## config.mk

```make
export PLATFORM = sky130hd
export DESIGN_NAME = error_monitor
export DESIGN_NICKNAME = d
export VERILOG_FILES = /design/src/rtl/error_monitor.sv
export SDC_FILE = /design/constraint.sdc
export NUM_CORES = 1
export LEC_CHECK = 0
export CORE_MARGIN = 2
export CORE_UTILIZATION = 46
export CTS_CLUSTER_SIZE = 12
export DETAILED_ROUTE_END_ITERATION = 7
export HOLD_SLACK_MARGIN = 0.05
export PLACE_DENSITY = 0.79
export SLEW_MARGIN = 20
export SYNTH_ARGS = -nofsm -noshare
export SYNTH_HDL_FRONTEND = slang
export SYNTH_SLANG_ARGS = --single-unit
export TNS_END_PERCENT = 1
```

## constraint.sdc

```tcl
create_clock -name clk -period 2.2 [get_ports clk]
set_clock_uncertainty 0.05 [all_clocks]
set_input_delay 0.22 -clock clk [delete_from_list [all_inputs] [get_ports clk]]
set_output_delay 0.22 -clock clk [all_outputs]
set_load 0.05 [all_outputs]
```

## src/rtl/error_monitor.sv

```systemverilog
// rtl/error_monitor.sv - valid-qualified masked pattern error monitor with saturating count, sticky flag and alarm FSM
// Optional X/Z sample detection (simulation only) enabled by defining ERRMON_XZ_CHECK_EN.
module error_monitor #(
  parameter int WIDTH     = 8,
  parameter int CNT_WIDTH = 8,
  parameter int THRESH    = 4
) (
  input  logic                 clk,
  input  logic                 reset,
  input  logic                 data_valid,
  input  logic [WIDTH-1:0]     data_in,
  input  logic [WIDTH-1:0]     cfg_pattern,
  input  logic [WIDTH-1:0]     cfg_mask,
  input  logic                 clr,
  output logic                 error_flag,
  output logic                 sticky_error,
  output logic [CNT_WIDTH-1:0] err_count,
  output logic                 alarm,
  output logic [1:0]           state
);

  typedef enum logic [1:0] {
    S_OK      = 2'd0,
    S_SUSPECT = 2'd1,
    S_ALARM   = 2'd2
  } state_t;

  localparam logic [7:0] THRESH_L = 8'(THRESH);

  state_t     cur_state, next_state;
  logic [7:0] run, next_run;
  logic       pattern_hit;
  logic       hit;

  assign pattern_hit = (cfg_mask != '0) && (((data_in ^ cfg_pattern) & cfg_mask) == '0);

`ifdef ERRMON_XZ_CHECK_EN
  logic xz_hit;
  assign xz_hit = ((^data_in) === 1'bx);
  assign hit    = data_valid && (pattern_hit || xz_hit);
`else
  assign hit    = data_valid && pattern_hit;
`endif

  // Run length only counts valid samples; idle cycles leave it untouched.
  always_comb begin
    next_state = cur_state;
    next_run   = run;
    if (clr) begin
      next_state = S_OK;
      next_run   = 8'd0;
    end else begin
      case (cur_state)
        S_OK: begin
          if (hit) begin
            next_run   = 8'd1;
            next_state = (THRESH_L == 8'd1) ? S_ALARM : S_SUSPECT;
          end else if (data_valid) begin
            next_run = 8'd0;
          end
        end
        S_SUSPECT: begin
          if (hit) begin
            next_run = run + 8'd1;
            if (run + 8'd1 == THRESH_L) next_state = S_ALARM;
          end else if (data_valid) begin
            next_run   = 8'd0;
            next_state = S_OK;
          end
        end
        S_ALARM: next_state = S_ALARM;
        default: begin
          next_state = S_OK;
          next_run   = 8'd0;
        end
      endcase
    end
  end

  always_ff @(posedge clk or posedge reset) begin
    if (reset) begin
      cur_state <= S_OK;
      run       <= 8'd0;
    end else begin
      cur_state <= next_state;
      run       <= next_run;
    end
  end

  // clr wins over a coincident hit for count/sticky, but error_flag still reports it.
  always_ff @(posedge clk or posedge reset) begin
    if (reset) begin
      error_flag   <= 1'b0;
      sticky_error <= 1'b0;
      err_count    <= '0;
    end else begin
      error_flag <= hit;
      if (clr) begin
        sticky_error <= 1'b0;
        err_count    <= '0;
      end else if (hit) begin
        sticky_error <= 1'b1;
        if (err_count != '1) err_count <= err_count + CNT_WIDTH'(1);
      end
    end
  end

  assign alarm = (cur_state == S_ALARM);
  assign state = cur_state;

endmodule
```

Yosys cells after proc, flatten, opt, wreduce, memory -nomap -nowiden --
Cells that the tools add are included.
Storage, ports and cells: bits in registers 20, output and inout port bits 13, word-level logic and storage cells 42
Cells by class: add/subtract/negate cells 2, equal/unequal tests 8, multiplexer cells 16, bitwise logic cells 2, reduce and logical (&&, ||, !) cells 9
Operators with widths (number):
- 2-to-1 mux 8 bit | 7
- one-hot mux 8 bit (3 select lines) | 1
- adder 8 x 1 -> 8 bit, second input constant | 2
- 2-to-1 mux 2 bit | 5
- AND 8 bit | 1
- equality test 8 x 3 -> 1 bit, second input constant | 1
- logical NOT 8 bit | 1
- inequality test 4 bit, second input constant | 2
- inequality test 8 bit, second input constant | 1
- nonzero test 8 bit | 1
- XOR 8 bit | 1
- one-hot mux 2 bit (3 select lines) | 1
- nonzero test 2 bit | 2
- inequality test 3 bit, second input constant | 1
- AND reduction 3 bit | 1
- equality test 2 x 1 -> 1 bit, second input constant | 1
- equality test 2 bit, second input constant | 1
- logical AND 1 bit | 2
- logical NOT 2 bit | 1
- 2-to-1 mux 1 bit | 2
- inequality test 2 bit, second input constant | 1
- AND reduction 2 bit | 1

Logic depth before layout (Yosys ltp) --
Gate-level depths: netlist of the first run.
depth after elaboration 8, gate-level depth with buffers 6, depth with buffers taken out 6

Least setup slack after synthesis of the first run --
No wires, ideal clock.
path kind register to register, from register cur_state[1], in the netlist state[1], to register run[5], library setup time 0.064 ns, arrival time 2.059 ns, slack 0.027 ns, stages on the path, launching flop included 5, path buffers 0, period minus slack after synthesis 2.173 ns, cells stage by stage dfrtp_1 > nor2b_1 > o21a_1 > a41o_1 > a21o_1
Between the ends: cells in the longest elaborated chain, start to end 3, elaborated cells on any way between the ends 6
RTL lines:
- start: declaration | RTL line 30 | state_t cur_state, next_state;
- start signal: assignment | RTL line 85 | cur_state <= next_state;
- equality test 2 bit (*)
- via alarm | RTL line 18 | output logic alarm,
- one-hot mux 8 bit (3 select lines) | RTL line 53 | case (cur_state)
- 2-to-1 mux 8 bit | RTL line 49 | if (clr) begin
- end signal: assignment | RTL line 86 | run <= next_run;
- end: declaration | RTL line 31 | logic [7:0] run, next_run;
Mark *: on every way through the listed nets, which the timed path passes. The rest lies on a longest branch. A chain may end at the register's enable or synchronous reset.

Worst setup path after layout of the first run --
from register err_count[1], to register err_count[4]
Between the ends: cells in the longest elaborated chain, start to end 4, elaborated cells on any way between the ends 7
RTL lines:
- start: declaration | RTL line 17 | output logic [CNT_WIDTH-1:0] err_count,
- start signal: assignment | RTL line 103 | if (err_count != '1) err_count <= err_count + CNT_WIDTH'(1);
- adder 8 x 1 -> 8 bit | RTL line 103
- 2-to-1 mux 8 bit | RTL line 103
- 2-to-1 mux 8 bit | RTL line 101 | end else if (hit) begin
- 2-to-1 mux 8 bit | RTL line 98 | if (clr) begin
Parallel ways exist; a longest one is shown, timed or not. The select of a mux whose other input is x is not followed.

==> results of run 1 <==
layout by cell type (no fill, tap or decap), drive strengths merged, types with 6 or more instances in the layout:
master / instances
xor2: 8
nand4: 7
clkdlybuf4s50: 39
buf: 9
nand2: 11
nor2: 13
nand3: 7
dfrtp: 20
a22oi: 6
sequential cells by signal, summed over array words and instances (netlist names):
register / cells
error_flag: 1
err_count: 8
state: 2
sticky_error: 1
run: 8
power by group through the flow:
stage | combinational, mW | clock [mW] | sequential [mW]
5_1_grt | 0.171 | 0.194 | 0.378
4_1_cts | 0.159 | 0.177 | 0.377
2_1_floorplan | 0.0586 | 0 | 0.397
3_5_place_dp | 0.158 | 0 | 0.384
6_report | 0.159 | 0.172 | 0.377
3_3_place_gp | 0.155 | 0 | 0.384
logic make-up (layout without fill, tap and decap cells):
kind of cell    after synthesis  in the layout  synth area share
compound gates               44             44             0.242
fa+ha+maj                     3              3            0.0276
simple gates                 65             65             0.261
flops                        20             20             0.368
buf+inv                       9             57            0.0359
xor+xnor                      9              9            0.0580
mux                           1              1           0.00737
worst max-delay path, delay by kind of cell (launching register included):
| kind | cells | cell delay, ns |
|---|---|---|
| DFF | 1 | 0.45 |
| adders and majority gates | 1 | 0.26 |
| and+or+nand+nor | 4 | 1.03 |
| AOI/OAI and AO/OA | 1 | 0.17 |
per-stage QoR:
step / hold WS (ns) / utilization / setup slack (ns) / instance area [um^2]
floorplan: 0.134 / - / 0.0274 / 1360
global placement: 0.431 / 0.660 / 0.0682 / 1840
detailed placement: 0.445 / 0.660 / 0.0102 / 1840
CTS: 0.321 / 0.668 / 0.0678 / 1860
global route: 0.375 / 0.669 / 0.0278 / 1860
finish: 0.293 / 0.669 / 0.151 / 1860
final cells by class:
cell class                      instances  share of cell area
Sequential cell                        20               0.269
Inverter                                5              0.0101
Multi-Input combinational cell        122               0.435
Clock buffer                            3              0.0121
Tap cell                               31              0.0208
Timing Repair Buffer                   49               0.253
timing repair:
action	4_1_cts	5_1_grt
gates resized for setup	0	1
buffers inserted	0	0
endpoints found under the setup margin	0	1
worst max path at each step:
| stage | slack (ns) | to | depth (start not counted) | start |
|---|---|---|---|---|
| detailed placement | 0.01 | run[3] | 6 | cfg_mask[2] |
| CTS | 0.07 | alarm | 2 | state[1] |
| global route | 0.03 | err_count[4] | 6 | err_count[0] |
| finish | 0.15 | err_count[4] | 6 | err_count[1] |
| global placement | 0.07 | err_count[4] | 7 | cfg_pattern[0] |
| floorplan | 0.03 | run[5] | 4 | state[1] |
metal layers:
| metal | global-route usage | wire [um] | vias up |
|---|---|---|---|
| met1 | 0.302 | 1730 | 688 |
| met4 | 0.0266 | 33 | 0 |
| met5 | 0 | 0 | - |
| li1 | - | - | 685 |
| met3 | 0.0484 | 190 | 6 |
| met2 | 0.401 | 1790 | 44 |
==> results.json, run 1 <==
{
  "grt_antenna_before_repair": 0,
  "wl_um": 3740,
  "cts_buffers": 3,
  "start_util": 0.489,
  "worstPathArrival_ns": 2.20,
  "clk_pin_slew_ns": 0.11,
  "io_buffers": 40,
  "setup_viol": 0,
  "critPathMaxFanout": 5,
  "fillerInstances": 242,
  "crit_top_cell": "nor4_1",
  "synth_most_common_cell": "dfrtp_1",
  "synth_cell_types": 43,
  "grt_pass1_vias": 1370,
  "globalRouteTotalUtil": 0.230,
  "final.period_utilization": 0.931,
  "slew_headroom": 0.491,
  "ys_seq_area_frac": 0.368,
  "clk_latency_ns": 0.30,
  "cts_root_buffer": "clkbuf_4",
  "die_height_um": 58.4,
  "grt_pass1_wl_um": 6170,
  "cts.sinks": 20,
  "clkPwrFrac": 0.242,
  "path_class": "reg2reg",
  "p_leak_nw": 0.796,
  "dpl.hpwl_um": 2880,
  "p_per_area_mw_per_mm2": 381,
  "vias": 1423,
  "via_per_inst": 6.19,
  "power_frac_comb": 0.225,
  "ff_latch_area_um2": 500,
  "hold_viol_final": 0,
  "worstReg2RegEnd": "err_count[4]",
  "drtIter0Drc": 49,
  "finalNetCount": 232,
  "syn_nets": 182,
  "pwr-share-seq": 0.533,
  "netlist_area_mm2": 0.00136,
  "slowest_stage": "nor4_1",
  "drc": 0,
  "irDropWorstVdd_mv": 0.529,
  "syn_to_final_growth_pct": 36.9,
  "r2r-start": "err_count[1]",
  "netlist_instances": 151,
  "fin_crit_ns": 2.05,
  "cts_tree": "done",
  "final-max-slew-violation-count": 0,
  "die_area_mm2": 0.00340,
  "outcome": "finished clean",
  "drt_pass1_iterations": 5,
  "internal-power_uw": 516,
  "synth_commonest_cells": "dfrtp_1 (20), nor2_1 (13), nand2_1 (11)",
  "p_sw_frac": 0.271,
  "stdcell_count": 230,
  "cap_violations": 0,
  "yosysTopAreaCellShare": 0.368,
  "synth_edf_count": 0,
  "dp_cells": 227,
  "h-tree-depth": 1,
  "slowest_delay_ns": 0.59,
  "core_area_mm2": 0.00278,
  "async_flop_share": 1.00,
  "crit_chain": "ha_1 > nand2_1 > nor4_1 > nand2b_1 > nor4_1 > o21a_1",
  "totalNegativeSetupSlack_ns": 0,
  "worstRegToRegCells": 6,
  "worstMarginPinSlew_ns": 0.763,
  "cts_max_path_buffers": 2,
  "hold_buffers": 0,
  "grt-ovfl-total": 0,
  "ys_warn_count": 0,
  "rsz0062_at_grt": "false",
  "synth_area_leaders": "dfrtp_1 (37%), xor2_1 (5.2%), nor2_1 (3.6%)",
  "wl_per_cell_um": 16.2,
  "pin_count": 41,
  "synth_flop_cell": "dfrtp_1",
  "rows": 19,
  "crit_path_end_kind": "register",
  "antennaDiodeCount": 0,
  "ant_nets": 0,
  "drive_above_1_share": 0.0754,
  "rrSetupSlack_ns": 0.15,
  "die_w_um": 58.4,
  "startpoint_type": "register",
  "grt_max_degree": 21,
  "hold_path.class": "in2async",
  "syn_area_per_cell_um2": 9.00,
  "multiInputGateArea_um2": 810,
  "power.switching_uw": 192,
  "fmaxAchievable_mhz": 488,
  "p_total_uw": 708,
  "synth_area_leader_cell": "dfrtp_1",
  "ys_seq_elements": 20,
  "worstPathRequired_ns": 2.35,
  "gp_congestion": 0.806
}
No activity file was read; power rests on OpenSTA's default activity.
==> run 2: changes to the inputs <==
Settings changed: CAP_MARGIN set to 10.
==> results of run 2 <==
Same layout as run 1: the final DEF is identical, and so are final timing and power.
==> edit (settings of run 2) <==
Change the parameter `CNT_WIDTH` from 8 to 9.
--- a/src/rtl/error_monitor.sv
+++ b/src/rtl/error_monitor.sv
@@ -4,3 +4,3 @@
   parameter int WIDTH     = 8,
-  parameter int CNT_WIDTH = 8,
+  parameter int CNT_WIDTH = 9,
   parameter int THRESH    = 4
Interface: changed (resized err_count); port bits go from 41 to 42. No check against the original RTL was run, so the function may have changed too.
==> edit against run 2 <==
- power grew 4.1%
- worst setup slack gained 0.010 ns
- first-iteration DRC count shrank 8.2%
- area after synthesis shrank 1.9%
- fmax grew 0.51%
- wire length shrank 16%
- sequential cell count grew 1
- final area shrank 1.4%
==> edit: results <==
[logic_synthesis]
yosys-top-cells-area = "dfrtp_1 39%, xor2_1 5.9%, a31oi_1 4.7%"
syn_inst = 145
syn_nets = 177
synth_commonest_cells = "21 x dfrtp_1, 13 x nor2_1, 10 x a31oi_1, 10 x inv_1, 10 x nand2_1"
yosysUniqueCellTypes = 35

[layout]
clock_area_share_pct = 1.50
n_all_buffers = 46
drive_above_1_share_pct = 10.0
fill_cells = 240
buf_share_pct = 25.0
utilization_pct = 66.5
multi_input_area_share_pct = 40.7
fin_nets = 223

[global_route]
grt_util_met3_pct = 4.46
grt_pass1_vias = 1247
grtUsageTotal_pct = 20.5
grt_max_degree = 22
grt_util_met2_pct = 34.7

[setup_path]
cp-endpoint = "state[1]"
worst_path_max_delay_cell = "clkdlybuf4s50_1"
cp.arrival_ns = 1.77
r2r_start = "run[0]"
r2r_cells = 5
cp_slowest_stage_delay_ns = 0.88
crit_start = "state[1]"

[timing]
slew_headroom_pct = 66.5
max_freq_ghz = 0.491

[routing]
avgViaCountPerCell = 5.84
routed-wl-met3_um = 170
wl_met1_um = 1360
dr_total_vias = 1290
drt-initial-drc-count = 45
routed_wl_um = 3130
dr_wl_met2_um = 1540

[place]
io_buffer_count = 41
hpwl_um = 2500
place_ws_ns = 0.0155
gp_congestion = 0.794

[power]
vdd_drop_max_v = 0.000370
power.leakage_nw = 0.757

[outcome]
status = "finished, final reports clean"
==> edit: cell count changes after synthesis, sizes merged, moves of 4 or more <==
| cell | change |
|---|---|
| a31oi | +7 |
| inv | +5 |
| nand3b | +5 |
| nand4 | -5 |
| nor2b | -5 |
| xnor2 | +5 |
| o21a | -4 |
==> edit: logic make-up (layout without fill, tap and decap cells) <==
| group | after synthesis | after routing | synth area share [%] |
|---|---|---|---|
| AO/OA/AOI/OAI | 31 | 31 | 18.1 |
| XOR/XNOR | 15 | 15 | 9.86 |
| adder cells (fa/ha/maj) | 4 | 4 | 3.76 |
| buffers and inverters | 15 | 60 | 4.51 |
| flip-flops | 21 | 21 | 39.4 |
| multiplexers | 1 | 1 | 0.751 |
| AND/OR/NAND/NOR | 58 | 58 | 23.6 |
==> edit: report_power, final <==
group | switching, mW | internal, mW
Combinational | 0.0769 | 0.0790
Clock | 0.119 | 0.0679
Sequential | 0.00401 | 0.390
Total | 0.200 | 0.537
